<file path="src/rtl/control_sequencer.sv">
// control_sequencer: hardwired fetch/decode/execute control unit for the bus datapath.
// One control step per clock; strobes decode the current step and ir[31:27].
module control_sequencer #(
  parameter int unsigned OPW = 5,
  parameter int unsigned IRW = 32
) (
  input  logic           clk,
  input  logic           clr,
  input  logic [IRW-1:0] ir,
  input  logic           stop,
  input  logic           resume,
  output logic           run,
  output logic           illegal_op,
  output logic [OPW-1:0] alu_op,
  output logic           pc_out,
  output logic           zlo_out,
  output logic           zhi_out,
  output logic           mdr_out,
  output logic           pc_enable,
  output logic           pc_increment,
  output logic           mar_enable,
  output logic           mdr_enable,
  output logic           read,
  output logic           ir_enable,
  output logic           y_enable,
  output logic           z_enable,
  output logic           lo_enable,
  output logic           hi_enable,
  output logic           gra,
  output logic           grb,
  output logic           grc,
  output logic           r_in,
  output logic           r_out,
  output logic           ba_out,
  output logic           c_sign_extended_out,
  output logic           ram_write,
  output logic           con_enable
);

  typedef enum logic [3:0] {
    S_IDLE, S_T0, S_T1, S_T2, S_T3, S_T4, S_T5, S_T6, S_T7, S_HALT
  } state_t;

  localparam logic [OPW-1:0] OP_LD   = OPW'(0);
  localparam logic [OPW-1:0] OP_LDI  = OPW'(1);
  localparam logic [OPW-1:0] OP_ST   = OPW'(2);
  localparam logic [OPW-1:0] OP_ADD  = OPW'(3);
  localparam logic [OPW-1:0] OP_AND  = OPW'(10);
  localparam logic [OPW-1:0] OP_OR   = OPW'(11);
  localparam logic [OPW-1:0] OP_ADDI = OPW'(12);
  localparam logic [OPW-1:0] OP_ANDI = OPW'(13);
  localparam logic [OPW-1:0] OP_ORI  = OPW'(14);
  localparam logic [OPW-1:0] OP_MUL  = OPW'(15);
  localparam logic [OPW-1:0] OP_DIV  = OPW'(16);
  localparam logic [OPW-1:0] OP_NEG  = OPW'(17);
  localparam logic [OPW-1:0] OP_NOT  = OPW'(18);

  state_t         r_state;
  state_t         w_last_step;
  logic [OPW-1:0] w_op;
  logic [OPW-1:0] w_imm_alu;
  logic           w_is_mem;
  logic           w_is_ld;
  logic           w_is_st;
  logic           w_is_ldi;
  logic           w_is_alu;
  logic           w_is_imm;
  logic           w_is_md;
  logic           w_is_un;
  logic           w_unused_ir;

  assign w_op        = ir[IRW-1 -: OPW];
  assign w_unused_ir = ^ir[IRW-OPW-1:0];

  // Opcode class decode
  assign w_is_ld  = (w_op == OP_LD);
  assign w_is_ldi = (w_op == OP_LDI);
  assign w_is_st  = (w_op == OP_ST);
  assign w_is_mem = w_is_ld | w_is_ldi | w_is_st;
  assign w_is_alu = (w_op >= OP_ADD) && (w_op <= OP_OR);
  assign w_is_imm = (w_op >= OP_ADDI) && (w_op <= OP_ORI);
  assign w_is_md  = (w_op == OP_MUL) || (w_op == OP_DIV);
  assign w_is_un  = (w_op == OP_NEG) || (w_op == OP_NOT);

  // Immediate ops reuse the ALU code of their register counterpart
  always_comb begin
    w_imm_alu = OP_ADD;
    if (w_op == OP_ANDI) w_imm_alu = OP_AND;
    if (w_op == OP_ORI)  w_imm_alu = OP_OR;
  end

  // Final control step of the instruction currently in ir
  always_comb begin
    w_last_step = S_T3;
    if (w_is_ld || w_is_st)             w_last_step = S_T7;
    else if (w_is_md)                   w_last_step = S_T6;
    else if (w_is_ldi || w_is_alu || w_is_imm) w_last_step = S_T5;
    else if (w_is_un)                   w_last_step = S_T4;
  end

  // Step sequencing; stop only takes effect on an instruction's last step
  always_ff @(posedge clk) begin
    if (clr) begin
      r_state <= S_IDLE;
    end else begin
      case (r_state)
        S_IDLE:  r_state <= S_T0;
        S_T0:    r_state <= S_T1;
        S_T1:    r_state <= S_T2;
        S_T2:    r_state <= S_T3;
        S_HALT:  r_state <= resume ? S_T0 : S_HALT;
        default: begin
          if (r_state == w_last_step) r_state <= stop ? S_HALT : S_T0;
          else                        r_state <= state_t'(4'(r_state) + 4'd1);
        end
      endcase
    end
  end

  assign run = (r_state != S_IDLE) && (r_state != S_HALT);

  // ir is loaded on the T2 edge, so strobes decode it combinationally from T3 on
  always_comb begin
    illegal_op = 1'b0; alu_op = '0;
    pc_out = 1'b0; zlo_out = 1'b0; zhi_out = 1'b0; mdr_out = 1'b0;
    pc_enable = 1'b0; pc_increment = 1'b0; mar_enable = 1'b0; mdr_enable = 1'b0;
    read = 1'b0; ir_enable = 1'b0; y_enable = 1'b0; z_enable = 1'b0;
    lo_enable = 1'b0; hi_enable = 1'b0; gra = 1'b0; grb = 1'b0; grc = 1'b0;
    r_in = 1'b0; r_out = 1'b0; ba_out = 1'b0; c_sign_extended_out = 1'b0;
    ram_write = 1'b0; con_enable = 1'b0;
    case (r_state)
      S_T0: begin pc_out = 1'b1; mar_enable = 1'b1; pc_increment = 1'b1; z_enable = 1'b1; end
      S_T1: begin zlo_out = 1'b1; pc_enable = 1'b1; read = 1'b1; mdr_enable = 1'b1; end
      S_T2: begin mdr_out = 1'b1; ir_enable = 1'b1; end
      S_T3: begin
        if (w_is_mem) begin
          grb = 1'b1; ba_out = 1'b1; y_enable = 1'b1;
        end else if (w_is_alu || w_is_imm) begin
          grb = 1'b1; r_out = 1'b1; y_enable = 1'b1;
        end else if (w_is_md) begin
          gra = 1'b1; r_out = 1'b1; y_enable = 1'b1;
        end else if (w_is_un) begin
          grb = 1'b1; r_out = 1'b1; alu_op = w_op; z_enable = 1'b1;
        end else begin
          illegal_op = 1'b1;
        end
      end
      S_T4: begin
        if (w_is_mem) begin
          c_sign_extended_out = 1'b1; alu_op = OP_ADD; z_enable = 1'b1;
        end else if (w_is_alu) begin
          grc = 1'b1; r_out = 1'b1; alu_op = w_op; z_enable = 1'b1;
        end else if (w_is_imm) begin
          c_sign_extended_out = 1'b1; alu_op = w_imm_alu; z_enable = 1'b1;
        end else if (w_is_md) begin
          grb = 1'b1; r_out = 1'b1; alu_op = w_op; z_enable = 1'b1;
        end else if (w_is_un) begin
          zlo_out = 1'b1; gra = 1'b1; r_in = 1'b1;
        end
      end
      S_T5: begin
        if (w_is_ldi || w_is_alu || w_is_imm) begin
          zlo_out = 1'b1; gra = 1'b1; r_in = 1'b1;
        end else if (w_is_ld || w_is_st) begin
          zlo_out = 1'b1; mar_enable = 1'b1;
        end else if (w_is_md) begin
          zlo_out = 1'b1; lo_enable = 1'b1;
        end
      end
      S_T6: begin
        if (w_is_ld) begin
          read = 1'b1; mdr_enable = 1'b1;
        end else if (w_is_st) begin
          gra = 1'b1; r_out = 1'b1; mdr_enable = 1'b1;
        end else if (w_is_md) begin
          zhi_out = 1'b1; hi_enable = 1'b1;
        end
      end
      S_T7: begin
        if (w_is_ld) begin
          mdr_out = 1'b1; gra = 1'b1; r_in = 1'b1;
        end else if (w_is_st) begin
          ram_write = 1'b1;
        end
      end
      default: ;
    endcase
  end

endmodule

</file>
<file path="config.mk">
export PLATFORM = sky130hd
export DESIGN_NAME = control_sequencer
export DESIGN_NICKNAME = d
export VERILOG_FILES = /design/src/rtl/control_sequencer.sv
export SDC_FILE = /design/constraint.sdc
export NUM_CORES = 1
export LEC_CHECK = 0
export CAP_MARGIN = 5
export CORE_ASPECT_RATIO = 1.75
export CORE_MARGIN = 2
export CORE_UTILIZATION = 30
export DETAILED_ROUTE_END_ITERATION = 8
export PLACE_DENSITY = 0.8
export RECOVER_POWER = 25
export REMOVE_ABC_BUFFERS = 1
export SKIP_LAST_GASP = 1
export SLEW_MARGIN = 20
export SYNTH_ARGS = -nofsm -noshare
export SYNTH_HDL_FRONTEND = slang
export SYNTH_SLANG_ARGS = --single-unit
</file>
<file path="constraint.sdc">
create_clock -name clk -period 1.96 [get_ports clk]
set_input_delay 0.392 -clock clk [delete_from_list [all_inputs] [get_ports clk]]
set_output_delay 0.392 -clock clk [all_outputs]
set_load 0.02 [all_outputs]
</file>
# [Word-level counts from Yosys, hierarchy flattened]
# Index checks and enable logic that the tools add are counted.
[word_totals] regBits=4 latchBits=0 mem_bits_rw=0 rom_bits=0 word_cells=127 mem_count=0
[classes] n_addsub=1 n_mul=0 n_div=0 n_lt_le_gt_ge=4 n_eq_ne=19 n_shift=0 n_mux=88 n_bitwise=2 reduce_logical=12
[ops] operator="two-way mux 1 bit" n=60
[ops] operator="two-way mux 5 bit" n=9
[ops] operator="two-way mux 4 bit" n=5
[ops] operator="case mux 4 bit (5 select lines)" n=1
[ops] operator="== test 4 x 3 -> 1 bit, second input constant" n=4
[ops] operator="== test 5 x 4 -> 1 bit, second input constant" n=3
[ops] operator="== test 5 bit, second input constant" n=3
[ops] operator="case mux 1 bit (3 select lines)" n=4
[ops] operator="less-or-equal comparator 5 x 4 -> 1 bit, second input constant" n=2
[ops] operator="case mux 1 bit (2 select lines)" n=5
[ops] operator="case mux 5 bit (2 select lines)" n=1
[ops] operator="== test 4 x 2 -> 1 bit, second input constant" n=2
[ops] operator="== test 4 bit, second input constant" n=2
[ops] operator="logical OR 1 bit" n=6
[ops] operator="== test 5 x 1 -> 1 bit, second input constant" n=1
[ops] operator="== test 5 x 2 -> 1 bit, second input constant" n=1
[ops] operator="greater-or-equal comparator 5 x 2 -> 1 bit, second input constant" n=1
[ops] operator="greater-or-equal comparator 5 x 4 -> 1 bit, second input constant" n=1
[ops] operator="zero test 5 bit" n=1
[ops] operator="case mux 1 bit (5 select lines)" n=1
[ops] operator="adder 4 x 1 -> 4 bit, second input constant" n=1
[ops] operator="== test 4 x 1 -> 1 bit, second input constant" n=1
[ops] operator="== test 4 bit" n=1
[ops] operator="zero test 4 bit" n=1
[ops] operator="other kinds (5)" n=9

# [Longest topological paths before layout]
[logic_depth] word_depth=10 mapped_depth=7

# [Least setup slack after synthesis]
# No wires, ideal clock.
[synth_timing] path_type="reg2out" start="register r_state[2]" end="output z_enable" arrival_time_ps=2171 required_ps=1568 setup_slack_ps=-603 stages_incl_launch_ff=6 cell_sequence="dfxtp_1 nor2b_1 clkbuf_1 nand2_1 nor4b_1 or3_1"
[synth_via] elab_chain_len=2 elab_cells_between_ends=4 classes_between="eq/ne: 3; mux: 1"
[synth_lines] element="start: declaration" line="58" rtl="state_t r_state;"
[synth_lines] element="start signal: assignment" line="111" rtl="S_HALT: r_state <= resume ? S_T0 : S_HALT;"
[synth_lines] element="start signal: assignment" line="113" rtl="if (r_state == w_last_step) r_state <= stop ? S_HALT : S_T0;"
[synth_lines] element="start signal: assignment" line="114" rtl="else r_state <= state_t'(4'(r_state) + 4'd1);"
[synth_lines] element="== test 4 x 3 -> 1 bit or == test 4 x 1 -> 1 bit (tied branches)" line="131" rtl="case (r_state)"
[synth_lines] element="case mux 1 bit (3 select lines) (*)" line="131"
[synth_lines] element="end: declaration" line="26" rtl="output logic z_enable,"
# Every way passes the cells marked *; elsewhere a longest branch is shown, timed or not.

# [Worst setup path after layout]
[layout_timing] start="input ir[28]" end="output alu_op[2]"
[layout_via] elab_chain_len=7 elab_cells_between_ends=29 classes_between="order compare: 4; eq/ne: 7; mux: 10; bitwise: 2; reduce/logical: 6"
[layout_lines] element="start: declaration" line="9" rtl="input logic [IRW-1:0] ir,"
[layout_lines] element="parallel branches: the longest is 6 deep, another holds greater-or-equal comparator 5 x 4 -> 1 bit"
[layout_lines] element="case mux 5 bit (2 select lines) (*)" line="131"
[layout_lines] element="end: declaration" line="14" rtl="output logic [OPW-1:0] alu_op,"
# Every way passes the cells marked *.

==> impl_metrics.ini <==
[power]
p_leak_uw = 0.000962
finalPower_uw = 1930
p_per_area_mw_per_mm2 = 934
ir_worst_vdd_v = 0.000770

[setup_path]
critPathCaptureType = primary output
critPathMaxFanout = 3
crit_path_max_incr_delay_ps = 540
crit_chain = buf_6 > or4b_4 > a21oi_4 > o21bai_4 > o21ai_4 > buf_4 > and3_4 > buf_6
cp.arrival_ps = 1800
start_kind = primary input
cp_common_cell = buf_6
path_class = in2out
crit_start = ir[28]
critPathRequiredTime_ps = 1570
r2r_cells = 8
worstReg2RegEnd = r_state[3]
worst-r2r-setup-slack_ps = 110
cp_top_family = simple AND/OR/NAND/NOR gates
cpMaxStageDelayCell = or4b_4
r2r_start = r_state[2]
crit_buf_inv = 3

[global_route]
grt_pass1_wl_um = 6200
grt_max_degree = 14
grt_antenna_before_repair = 0
grtUsageTotal = 0.257
grt_pass1_vias = 1385
grt_overflow_total = 0

[timing]
fin_ws_ps = -234
max_freq_mhz = 456
slew_violations = 0
min_period_over_period = 1.12
rsz0062_at_grt = yes
skew_ps = 7.27
setup_viol = 16
fin_crit_ps = 2190
hold_violations = 0

[floorplanning]
dieArea_mm2 = 0.00329
start_util = 0.316
row_count = 25
die_h_um = 74.5
core_area_mm2 = 0.00269
die_width_um = 44.3
ios = 66

[layout]
antennaDiodeCount = 0
drive_gt1_frac = 0.685
top_regs = r_state x4
final_area_mm2 = 0.00207
area_growth_pct = 143
final_nets = 261
final_common_cell = buf_4
largest_reg_flops = 4
regMostFlops = r_state
instances_no_fill = 246
postLayoutCoreUtil = 0.768
fillers = 162
layout_common_cells = buf_4, buf_6, nand2_1

[route]
drtIter0Drc = 42
firstDrtPassIters = 4
wire_per_inst_um = 19.0
vias = 1423
vias_per_cell = 5.78
ant_nets = 0
finalWirelength_um = 4690
drc = 0

[logic_synthesis]
synthMuxAreaShare = 0.0250
synthArstFlopShare = 0
synth_cell_type_count = 45
syn-cell-area_um2 = 851
synthFlopType = dfxtp_1
synth_cells = 132
synth_top_family_by_area = simple AND/OR/NAND/NOR gates
synth_xor_area_frac = 0.0515
synth_seq_cells = 4
synth_area_per_cell_um2 = 6.45
synth_simple_gate_area_share = 0.378
yosys_warnings = 0
synth_edf_count = 0
yosys.area_share.adder = 0.0588
synth_compound_area_frac = 0.282
yosysSeqAreaShare = 0.0941

[job]
drv_cap = 0

[placement]
pre_cts_ws_ps = -1010
place_inst = 226
globalplace.congestion = 0.879
placement.cell_area_mm2 = 0.00150
port_buffers = 37
dp_hpwl_um = 2420

[clock_network]
cts_buffers = 3
htree_levels = 1
cts_buffer_depth = 2
clkLatencyLatePin_ps = 240
clk_pin_slew_worst_paths_ps = 40
postCtsHoldBufs = 0
root_buffer = clkbuf_8
cts_sinks = 4
cts_tree = built

[worst_hold_path]
hp-class = reg2reg
hold_end = r_state[3]
hp-start = r_state[3]
hold_depth = 3

[outcome]
status = complete, but fails checks
violations = setup timing
[synth_stat cells, types with 3 or more instances]
master / number / area [um2]
buf_4: 3 / 22.5
nand2_1: 21 / 78.8
a21o_1: 3 / 22.5
inv_1: 6 / 22.5
a31oi_1: 3 / 18.8
or3_1: 3 / 18.8
nand3_1: 5 / 25.0
xnor2_1: 3 / 26.3
ha_1: 4 / 50.1
a21oi_1: 9 / 45.0
and3_1: 3 / 18.8
o211ai_1: 3 / 22.5
dfxtp_1: 4 / 80.1
o31ai_1: 3 / 22.5
nor2_1: 14 / 52.6
nand2b_1: 3 / 18.8
clkbuf_1: 4 / 15.0
[how the worst max path moves through the flow]
stage           endpoint  slack [ps]  depth (start not counted)
6_report       alu_op[2]        -230                          8
5_1_grt        alu_op[2]        -260                          8
3_3_place_gp   alu_op[2]        -970                          7
3_5_place_dp   alu_op[2]       -1010                          7
2_1_floorplan   z_enable        -670                          4
4_1_cts        alu_op[2]        -160                          8
[power by group]
group | switching [uW] | total, uW | internal [uW]
sequential | 32.2 | 152 | 120
clock | 57.2 | 189 | 132
combinational | 822 | 1590 | 767
total | 911 | 1930 | 1020
[metal layers]
metal / track usage / vias to the layer above / part of all wire
met5: 0 / - / 0
met4: 0.226 / 0 / 0.066
met3: 0.0316 / 29 / 0.039
met2: 0.482 / 71 / 0.58
met1: 0.226 / 673 / 0.31
li1: - / 650 / -
[what timing repair did]
item                                    4_1_cts  5_1_grt
setup buffers                                 9        9
endpoints found under the setup margin       33       31
resized for setup                           183       78
gates cloned                                  1        0
pin swaps                                    15       19
[cell families after synthesis]
kind of cell	after synthesis
buffers and inverters	17
other	1
xor gates and xnor gates	5
AOI/OAI and AO/OA	36
and+or+nand+nor	63
adders and majority gates	4
muxes	2
DFF	4
[final cells by class]
cell class / count / area, um2 / area share
sequential: 4 / 87.6 / 0.0424
timing repair buffer: 95 / 841 / 0.407
inverter: 6 / 27.5 / 0.0133
clock buffer: 3 / 41.3 / 0.0200
tap: 27 / 33.8 / 0.0164
multi-input combinational: 111 / 1030 / 0.501
[worst reg2reg max path, cell delays in order, from the launching register on]
cell	delay, ps
dfxtp_2	310
buf_6	110
nor2b_4	130
buf_4	120
buf_4	100
or4b_4	460
o211a_4	180
o31ai_2	240
o21ai_1	80
[per-stage QoR]
stage	hold WS (ps)	setup TNS [ps]
2_1_floorplan	461	-2250
3_3_place_gp	673	-21000
3_5_place_dp	693	-21210
4_1_cts	661	-770
5_1_grt	737	-2830
6_report	675	-1600
Power figures use the tool's default switching activity.
